===== src/rtl/risc16_pkg.sv =====
// Shared RiSC-16 definitions: opcodes, instruction field positions, FSM states, immediate helper.
// Pure declarations; no latency and no flow control of its own.
package risc16_pkg;

  localparam logic [2:0] OP_ADD  = 3'b000;
  localparam logic [2:0] OP_ADDI = 3'b001;
  localparam logic [2:0] OP_NAND = 3'b010;
  localparam logic [2:0] OP_LUI  = 3'b011;
  localparam logic [2:0] OP_SW   = 3'b100;
  localparam logic [2:0] OP_LW   = 3'b101;
  localparam logic [2:0] OP_BEQ  = 3'b110;
  localparam logic [2:0] OP_JALR = 3'b111;

  localparam int OP_LSB   = 13;
  localparam int RA_LSB   = 10;
  localparam int RB_LSB   = 7;
  localparam int RC_LSB   = 0;
  localparam int IMM7_LSB = 0;
  localparam int IMM10_LSB = 0;

  typedef enum logic [1:0] {
    FETCH = 2'd0,
    EXEC  = 2'd1,
    MEM   = 2'd2,
    HALT  = 2'd3
  } state_t;

  function automatic logic [15:0] sext7(input logic [6:0] v);
    return {{9{v[6]}}, v};
  endfunction

endpackage


===== src/rtl/risc16_regfile.sv =====
// 8 x 16 register file, r0 reads zero; three combinational read ports, one write port.
// Writes land on the clock edge and are visible next cycle; never stalls.
module risc16_regfile
  import risc16_pkg::*;
(
  input  logic        i_clk,
  input  logic        i_rst_n,
  input  logic [2:0]  i_ra_addr,
  input  logic [2:0]  i_rb_addr,
  input  logic [2:0]  i_rc_addr,
  input  logic        i_we,
  input  logic [2:0]  i_wa,
  input  logic [15:0] i_wd,
  output logic [15:0] o_ra,
  output logic [15:0] o_rb,
  output logic [15:0] o_rc
);

  // r0 has no storage at all, so it can never hold anything but zero.
  logic [15:0] r_regs [1:7];

  always_ff @(posedge i_clk or negedge i_rst_n) begin
    if (!i_rst_n) begin
      for (int i = 1; i < 8; i++) r_regs[i] <= '0;
    end else if (i_we && (i_wa != 3'd0)) begin
      r_regs[i_wa] <= i_wd;
    end
  end

  assign o_ra = (i_ra_addr == 3'd0) ? 16'h0000 : r_regs[i_ra_addr];
  assign o_rb = (i_rb_addr == 3'd0) ? 16'h0000 : r_regs[i_rb_addr];
  assign o_rc = (i_rc_addr == 3'd0) ? 16'h0000 : r_regs[i_rc_addr];

endmodule


===== src/rtl/risc16_core.sv =====
// Multi-cycle RiSC-16 core with req/ack instruction and data ports, halt state and retire pulse.
// 2 cycles per ALU/branch/jump, 3 per load/store, +1 per memory wait cycle; holds request until ack.
module risc16_core
  import risc16_pkg::*;
#(
  parameter int          PC_W     = 8,
  parameter int unsigned RESET_PC = 0
) (
  input  logic            clk,
  input  logic            rst_n,
  output logic            imem_req,
  output logic [PC_W-1:0] imem_addr,
  input  logic            imem_ack,
  input  logic [15:0]     imem_rdata,
  output logic            dmem_req,
  output logic            dmem_we,
  output logic [PC_W-1:0] dmem_addr,
  output logic [15:0]     dmem_wdata,
  input  logic            dmem_ack,
  input  logic [15:0]     dmem_rdata,
  output logic            retire,
  output logic            halted,
  output logic [PC_W-1:0] dbg_pc
);

  state_t          r_state, w_state_nxt;
  logic            r_run;
  logic [PC_W-1:0] r_pc, w_pc_nxt;
  logic [15:0]     r_ir;
  logic [PC_W-1:0] r_dmem_addr;
  logic [15:0]     r_dmem_wdata;
  logic            r_dmem_we;

  logic [2:0]      w_op, w_ra, w_rb, w_rc;
  logic [15:0]     w_simm, w_ra_val, w_rb_val, w_rc_val;
  logic [9:0]      w_imm10;
  logic            w_is_halt, w_imem_fire, w_dmem_fire;
  logic [PC_W-1:0] w_pc_inc, w_br_tgt, w_ea;
  logic            w_rf_we, w_mem_start, w_retire;
  logic [15:0]     w_rf_wd;

  assign w_op      = r_ir[OP_LSB +: 3];
  assign w_ra      = r_ir[RA_LSB +: 3];
  assign w_rb      = r_ir[RB_LSB +: 3];
  assign w_rc      = r_ir[RC_LSB +: 3];
  assign w_simm    = sext7(r_ir[IMM7_LSB +: 7]);
  assign w_imm10   = r_ir[IMM10_LSB +: 10];
  assign w_is_halt = (w_op == OP_JALR) && (r_ir[IMM7_LSB +: 7] != 7'd0);

  assign w_pc_inc = r_pc + PC_W'(1);
  assign w_br_tgt = w_pc_inc + w_simm[PC_W-1:0];
  assign w_ea     = PC_W'(w_rb_val + w_simm);

  // r_run keeps fetch quiet while reset is held and releases it on the first clock after.
  assign imem_req    = (r_state == FETCH) && r_run;
  assign imem_addr   = r_pc;
  assign w_imem_fire = imem_req && imem_ack;

  assign dmem_req    = (r_state == MEM);
  assign dmem_we     = r_dmem_we && dmem_req;
  assign dmem_addr   = r_dmem_addr;
  assign dmem_wdata  = r_dmem_wdata;
  assign w_dmem_fire = dmem_req && dmem_ack;

  assign retire = w_retire;
  assign halted = (r_state == HALT);
  assign dbg_pc = r_pc;

  risc16_regfile u_regfile (
    .i_clk     (clk),
    .i_rst_n   (rst_n),
    .i_ra_addr (w_ra),
    .i_rb_addr (w_rb),
    .i_rc_addr (w_rc),
    .i_we      (w_rf_we),
    .i_wa      (w_ra),
    .i_wd      (w_rf_wd),
    .o_ra      (w_ra_val),
    .o_rb      (w_rb_val),
    .o_rc      (w_rc_val)
  );

  always_comb begin
    w_state_nxt = r_state;
    w_pc_nxt    = r_pc;
    w_rf_we     = 1'b0;
    w_rf_wd     = 16'h0000;
    w_mem_start = 1'b0;
    w_retire    = 1'b0;
    case (r_state)
      FETCH: begin
        if (w_imem_fire) w_state_nxt = EXEC;
      end
      EXEC: begin
        w_state_nxt = FETCH;
        w_pc_nxt    = w_pc_inc;
        w_retire    = 1'b1;
        case (w_op)
          OP_ADD: begin
            w_rf_we = 1'b1;
            w_rf_wd = w_rb_val + w_rc_val;
          end
          OP_ADDI: begin
            w_rf_we = 1'b1;
            w_rf_wd = w_rb_val + w_simm;
          end
          OP_NAND: begin
            w_rf_we = 1'b1;
            w_rf_wd = ~(w_rb_val & w_rc_val);
          end
          OP_LUI: begin
            w_rf_we = 1'b1;
            w_rf_wd = {w_imm10, 6'b000000};
          end
          OP_SW, OP_LW: begin
            w_mem_start = 1'b1;
            w_state_nxt = MEM;
            w_pc_nxt    = r_pc;
            w_retire    = 1'b0;
          end
          OP_BEQ: begin
            if (w_ra_val == w_rb_val) w_pc_nxt = w_br_tgt;
          end
          OP_JALR: begin
            if (w_is_halt) begin
              w_state_nxt = HALT;
              w_pc_nxt    = r_pc;
              w_retire    = 1'b0;
            end else begin
              w_rf_we  = 1'b1;
              w_rf_wd  = 16'(w_pc_inc);
              w_pc_nxt = w_rb_val[PC_W-1:0];
            end
          end
          default: ;
        endcase
      end
      MEM: begin
        if (w_dmem_fire) begin
          w_rf_we     = !r_dmem_we;
          w_rf_wd     = dmem_rdata;
          w_pc_nxt    = w_pc_inc;
          w_retire    = 1'b1;
          w_state_nxt = FETCH;
        end
      end
      HALT: ;
      default: w_state_nxt = FETCH;
    endcase
  end

  always_ff @(posedge clk or negedge rst_n) begin
    if (!rst_n) r_state <= FETCH;
    else        r_state <= w_state_nxt;
  end

  always_ff @(posedge clk or negedge rst_n) begin
    if (!rst_n) begin
      r_run        <= 1'b0;
      r_pc         <= PC_W'(RESET_PC);
      r_ir         <= 16'h0000;
      r_dmem_addr  <= '0;
      r_dmem_wdata <= 16'h0000;
      r_dmem_we    <= 1'b0;
    end else begin
      r_run <= 1'b1;
      r_pc  <= w_pc_nxt;
      if (w_imem_fire) r_ir <= imem_rdata;
      // Address, data and direction are frozen here so they stay stable through any wait states.
      if (w_mem_start) begin
        r_dmem_addr  <= w_ea;
        r_dmem_wdata <= w_ra_val;
        r_dmem_we    <= (w_op == OP_SW);
      end
    end
  end

endmodule


===== config.mk =====
export PLATFORM = sky130hd
export DESIGN_NAME = risc16_core
export DESIGN_NICKNAME = d
export VERILOG_FILES = /design/src/rtl/risc16_pkg.sv /design/src/rtl/risc16_regfile.sv /design/src/rtl/risc16_core.sv
export SDC_FILE = /design/constraint.sdc
export NUM_CORES = 1
export LEC_CHECK = 0
export BUFFER_PORTS_ARGS = -buffer_cell sky130_fd_sc_hd__buf_2
export CORE_AREA = 2 2 187 226
export DETAILED_ROUTE_END_ITERATION = 12
export DIE_AREA = 0 0 189 228
export PLACE_DENSITY_LB_ADDON = 0.05
export SETUP_SLACK_MARGIN = 0.02
export SYNTH_ARGS = -nofsm -noshare
export SYNTH_HDL_FRONTEND = slang
export SYNTH_SLANG_ARGS = --single-unit
export TNS_END_PERCENT = 20

===== constraint.sdc =====
create_clock -name clk -period 6.2 [get_ports clk]
set_clock_uncertainty 0.05 [all_clocks]
set_input_delay 0.31 -clock clk [delete_from_list [all_inputs] [get_ports clk]]
set_output_delay 0.31 -clock clk [all_outputs]
set_load 0.1 [all_outputs]

==> impl_metrics.tcl <==
set metrics [dict create \
    grt_overflow 0 \
    grt_max_degree 83 \
    startpoint_type "register" \
    first_pass_iters 5 \
    synth_top_area_share_pct 32.7 \
    portBuffers 80 \
    r2r_slack_ns 1.08 \
    drv_cap 0 \
    fin_setup_tns_ns 0 \
    cts_setup_buffers 0 \
    synthTopCellsByArea "dfrtp_1 33%, mux2_2 11%, mux4_2 7.5%" \
    outcome "completed" \
    r2r_end "u_regfile.r_regs[40]" \
    drive_gt1_share_pct 26.5 \
    place_area_um2 13500 \
    die_w_um 189 \
    setup_violations 0 \
    crit_buf_inv 0 \
    clk_latency_ns 0.48 \
    synthesis.area_um2 12600 \
    dr.first_iter.drc_count 764 \
    vias_per_cell 5.61 \
    area_delta_synth_final_pct 13.1 \
    final_antenna_net_count 0 \
    cts.htree.levels 4 \
    worstMarginPinSlew_ns 0.956 \
    holdPathStages 2 \
    synth_seq_area_share_pct 32.7 \
    ios 81 \
    synthDistinctLibCells 85 \
    holdCritStartpoint "imem_rdata[1]" \
    clkSinkCount 164 \
    min_to "r_ir[1]" \
    ys.flop_type "dfrtp_1" \
    dp_hpwl_um 35400 \
    wl_per_cell_um 25.4 \
    rr_startpoint "r_ir[7]" \
    cp_data_arrival_time_ns 5.40 \
    yosys_register_bits 164 \
    core_um2 41100 \
    antenna_found_initial 0 \
    syn-num-nets 1348 \
    clk_root_buffer_cell "clkbuf_16" \
    crit_required_ns 6.48 \
    cp_slowest_stage_delay_ns 0.92 \
    async_flop_share_pct 100 \
    routed_wl_um 48000 \
    route.detailed.drc 0 \
    initial_utilization_pct 30.5 \
    synth-edff-count 0 \
    clockBufferDepth 2 \
    grt.total_usage_pct 22.8 \
    holdBufCountCts 9 \
    num_rows 82 \
    slew_viol_final 0 \
    cp_cell_sequence "mux2_1, a221o_1, and2_1, xnor2_1, ha_1, or2_2, a221o_1, o2111ai_1, a221oi_2, maj3_2, o221a_1, o21a_1, o2111ai_1, and3_1, a31oi_2" \
    rsz0062_at_grt "no" \
    crit_path_end_kind "register" \
    min_period_over_period_pct 82.6 \
    hold_viol 0 \
    tritoncts "yes" \
    postCtsResizedCells 0 \
    grt_pass1_vias 10700 \
    critPathKind "register to register" \
    path_clk_slew_ns 0.08 \
    maxSlewHeadroom_pct 36.3 \
    grt_first_pass_wirelength_um 72400 \
    cp_slowest_cell "dfrtp_2" \
    num_antenna_cells 0 \
    reg2reg_depth 15 \
    nNetsFinal 1401 \
    post-route-min-period_ns 5.12 \
    cp_top_family "compound AO/OA/AOI/OAI gates" \
    fmax_mhz 195 \
    vias 10600 \
    die_height_um 228 \
    yosysWarnings 0 \
    critical_path.startpoint "r_ir[7]" \
    syn_inst 1275 \
    numCtsBuffers 17 \
    die_area_um2 43100 \
    finalInstanceArea_um2 14200 \
    syn_area_per_cell_um2 9.85 \
    gp_congestion 0.842 \
    worst-path-max-fanout 32 \
    yosys.area.top_type "dfrtp_1" \
    min-delay-path-class "primary input to register" \
]
-- stage by stage --
| stage | cells | worst slack [ns] | utilization [%] | hold WS, ns |
|---|---|---|---|---|
| after floorplan | 1275 | 1.56 | - | -0.0356 |
| after global placement | 1846 | 1.24 | 32.8 | 0.401 |
| after detailed placement | 1846 | 1.16 | 32.8 | 0.399 |
| after CTS | 1887 | 1.13 | 34.5 | 0.00297 |
| after global routing | 1887 | 0.792 | 34.5 | 0.0260 |
| final | 1887 | 1.08 | 34.5 | 0.0314 |
-- layer usage --
metal | GRT usage, % | routed length (um)
met2 | 38.3 | 23600
met5 | 0 | 0
met4 | 7.67 | 1280
met1 | 30.3 | 21500
met3 | 2.38 | 1700
-- final cells by class --
cell class | instances | area, um^2
fillers | 4237 | 26900
inverters | 39 | 146
well taps | 546 | 683
repair buffers | 123 | 752
flip-flops and latches | 164 | 4110
clock buffers | 17 | 425
clock inverters | 15 | 190
multi-input cells | 983 | 7900
-- flip-flops by register name (all words and copies together) (netlist names) --
signal and count:
dmem_wdata 16, r_ir 16, r_run 1, u_regfile.r_regs 112
dbg_pc 8, r_state 2, r_dmem_we 1, dmem_addr 8
-- cells in the mapped netlist, types with 7 or more instances --
| master | count |
|---|---|
| dfrtp_1 | 164 |
| mux2_2 | 127 |
| nand2_1 | 110 |
| nor2_1 | 94 |
| a21oi_1 | 80 |
| mux2i_1 | 67 |
| o21ai_0 | 64 |
| clkbuf_1 | 49 |
| mux4_2 | 42 |
| inv_1 | 36 |
| ha_1 | 35 |
| xnor2_1 | 29 |
| nand3_1 | 20 |
| a21o_1 | 19 |
| a221oi_1 | 18 |
| buf_2 | 17 |
| a22oi_1 | 16 |
| nor2b_1 | 15 |
| xor2_1 | 15 |
| a211oi_1 | 14 |
| and2_1 | 13 |
| nand3b_1 | 12 |
| nor3_1 | 12 |
| and3_1 | 11 |
| mux2_1 | 11 |
| a221o_1 | 10 |
| buf_4 | 9 |
| a31oi_1 | 8 |
| o22ai_1 | 8 |
| buf_1 | 7 |
| buf_6 | 7 |
| o211ai_1 | 7 |
| o21a_1 | 7 |
-- layout by cell type, fill, tap and decap left out, types with 11 or more instances in the layout --
| master | instances |
|---|---|
| inv_1 | 36 |
| buf_2 | 79 |
| nand2_1 | 110 |
| xnor2_1 | 29 |
| a211oi_1 | 14 |
| nor2b_1 | 15 |
| clkbuf_16 | 17 |
| a22oi_1 | 16 |
| mux2_1 | 11 |
| a21o_1 | 19 |
| nand3_1 | 20 |
| xor2_1 | 15 |
| and3_1 | 11 |
| nand3b_1 | 12 |
| a21oi_1 | 79 |
| nor3_1 | 11 |
| a221oi_1 | 18 |
| mux2i_1 | 67 |
| dfrtp_1 | 160 |
| o21ai_0 | 64 |
| ha_1 | 35 |
| mux2_2 | 127 |
| nor2_1 | 91 |
| mux4_2 | 42 |
| buf_4 | 34 |
| and2_1 | 13 |
-- logic make-up (layout without fill, tap and decap cells) --
family / Yosys count / after routing / share of synthesized area, %
and+or+nand+nor: 329 / 329 / 12.5
AOI/OAI and AO/OA: 320 / 320 / 17.5
muxes: 248 / 248 / 25.4
DFF: 164 / 164 / 32.7
buffers and inverters: 128 / 194 / 4.68
xor gates and xnor gates: 44 / 44 / 3.07
adders and majority gates: 41 / 41 / 4.15
other: 1 / 1 / 0.0298
-- worst register-to-register path, cell delays in order (launching register included) --
cell and delay [ns]:
dfrtp_2 0.92, mux2_1 0.44, a221o_1 0.47, and2_1 0.27, xnor2_1 0.15, ha_1 0.25
or2_2 0.29, a221o_1 0.27, o2111ai_1 0.13, a221oi_2 0.12, maj3_2 0.39, o221a_1 0.25
o21a_1 0.20, o2111ai_1 0.16, and3_1 0.49, a31oi_2 0.15
-- how the worst max path moves through the flow --
stage	slack, ns	end	cells past startpoint
5_1_grt	0.79	u_regfile.r_regs[104]	15
3_5_place_dp	1.16	u_regfile.r_regs[104]	15
3_3_place_gp	1.24	u_regfile.r_regs[110]	15
2_1_floorplan	1.56	u_regfile.r_regs[111]	17
6_report	1.08	u_regfile.r_regs[40]	15
4_1_cts	1.13	u_regfile.r_regs[40]	15
Power is not shown: default switching activity piles up to over one toggle a cycle in this logic, so the estimate is an artifact.
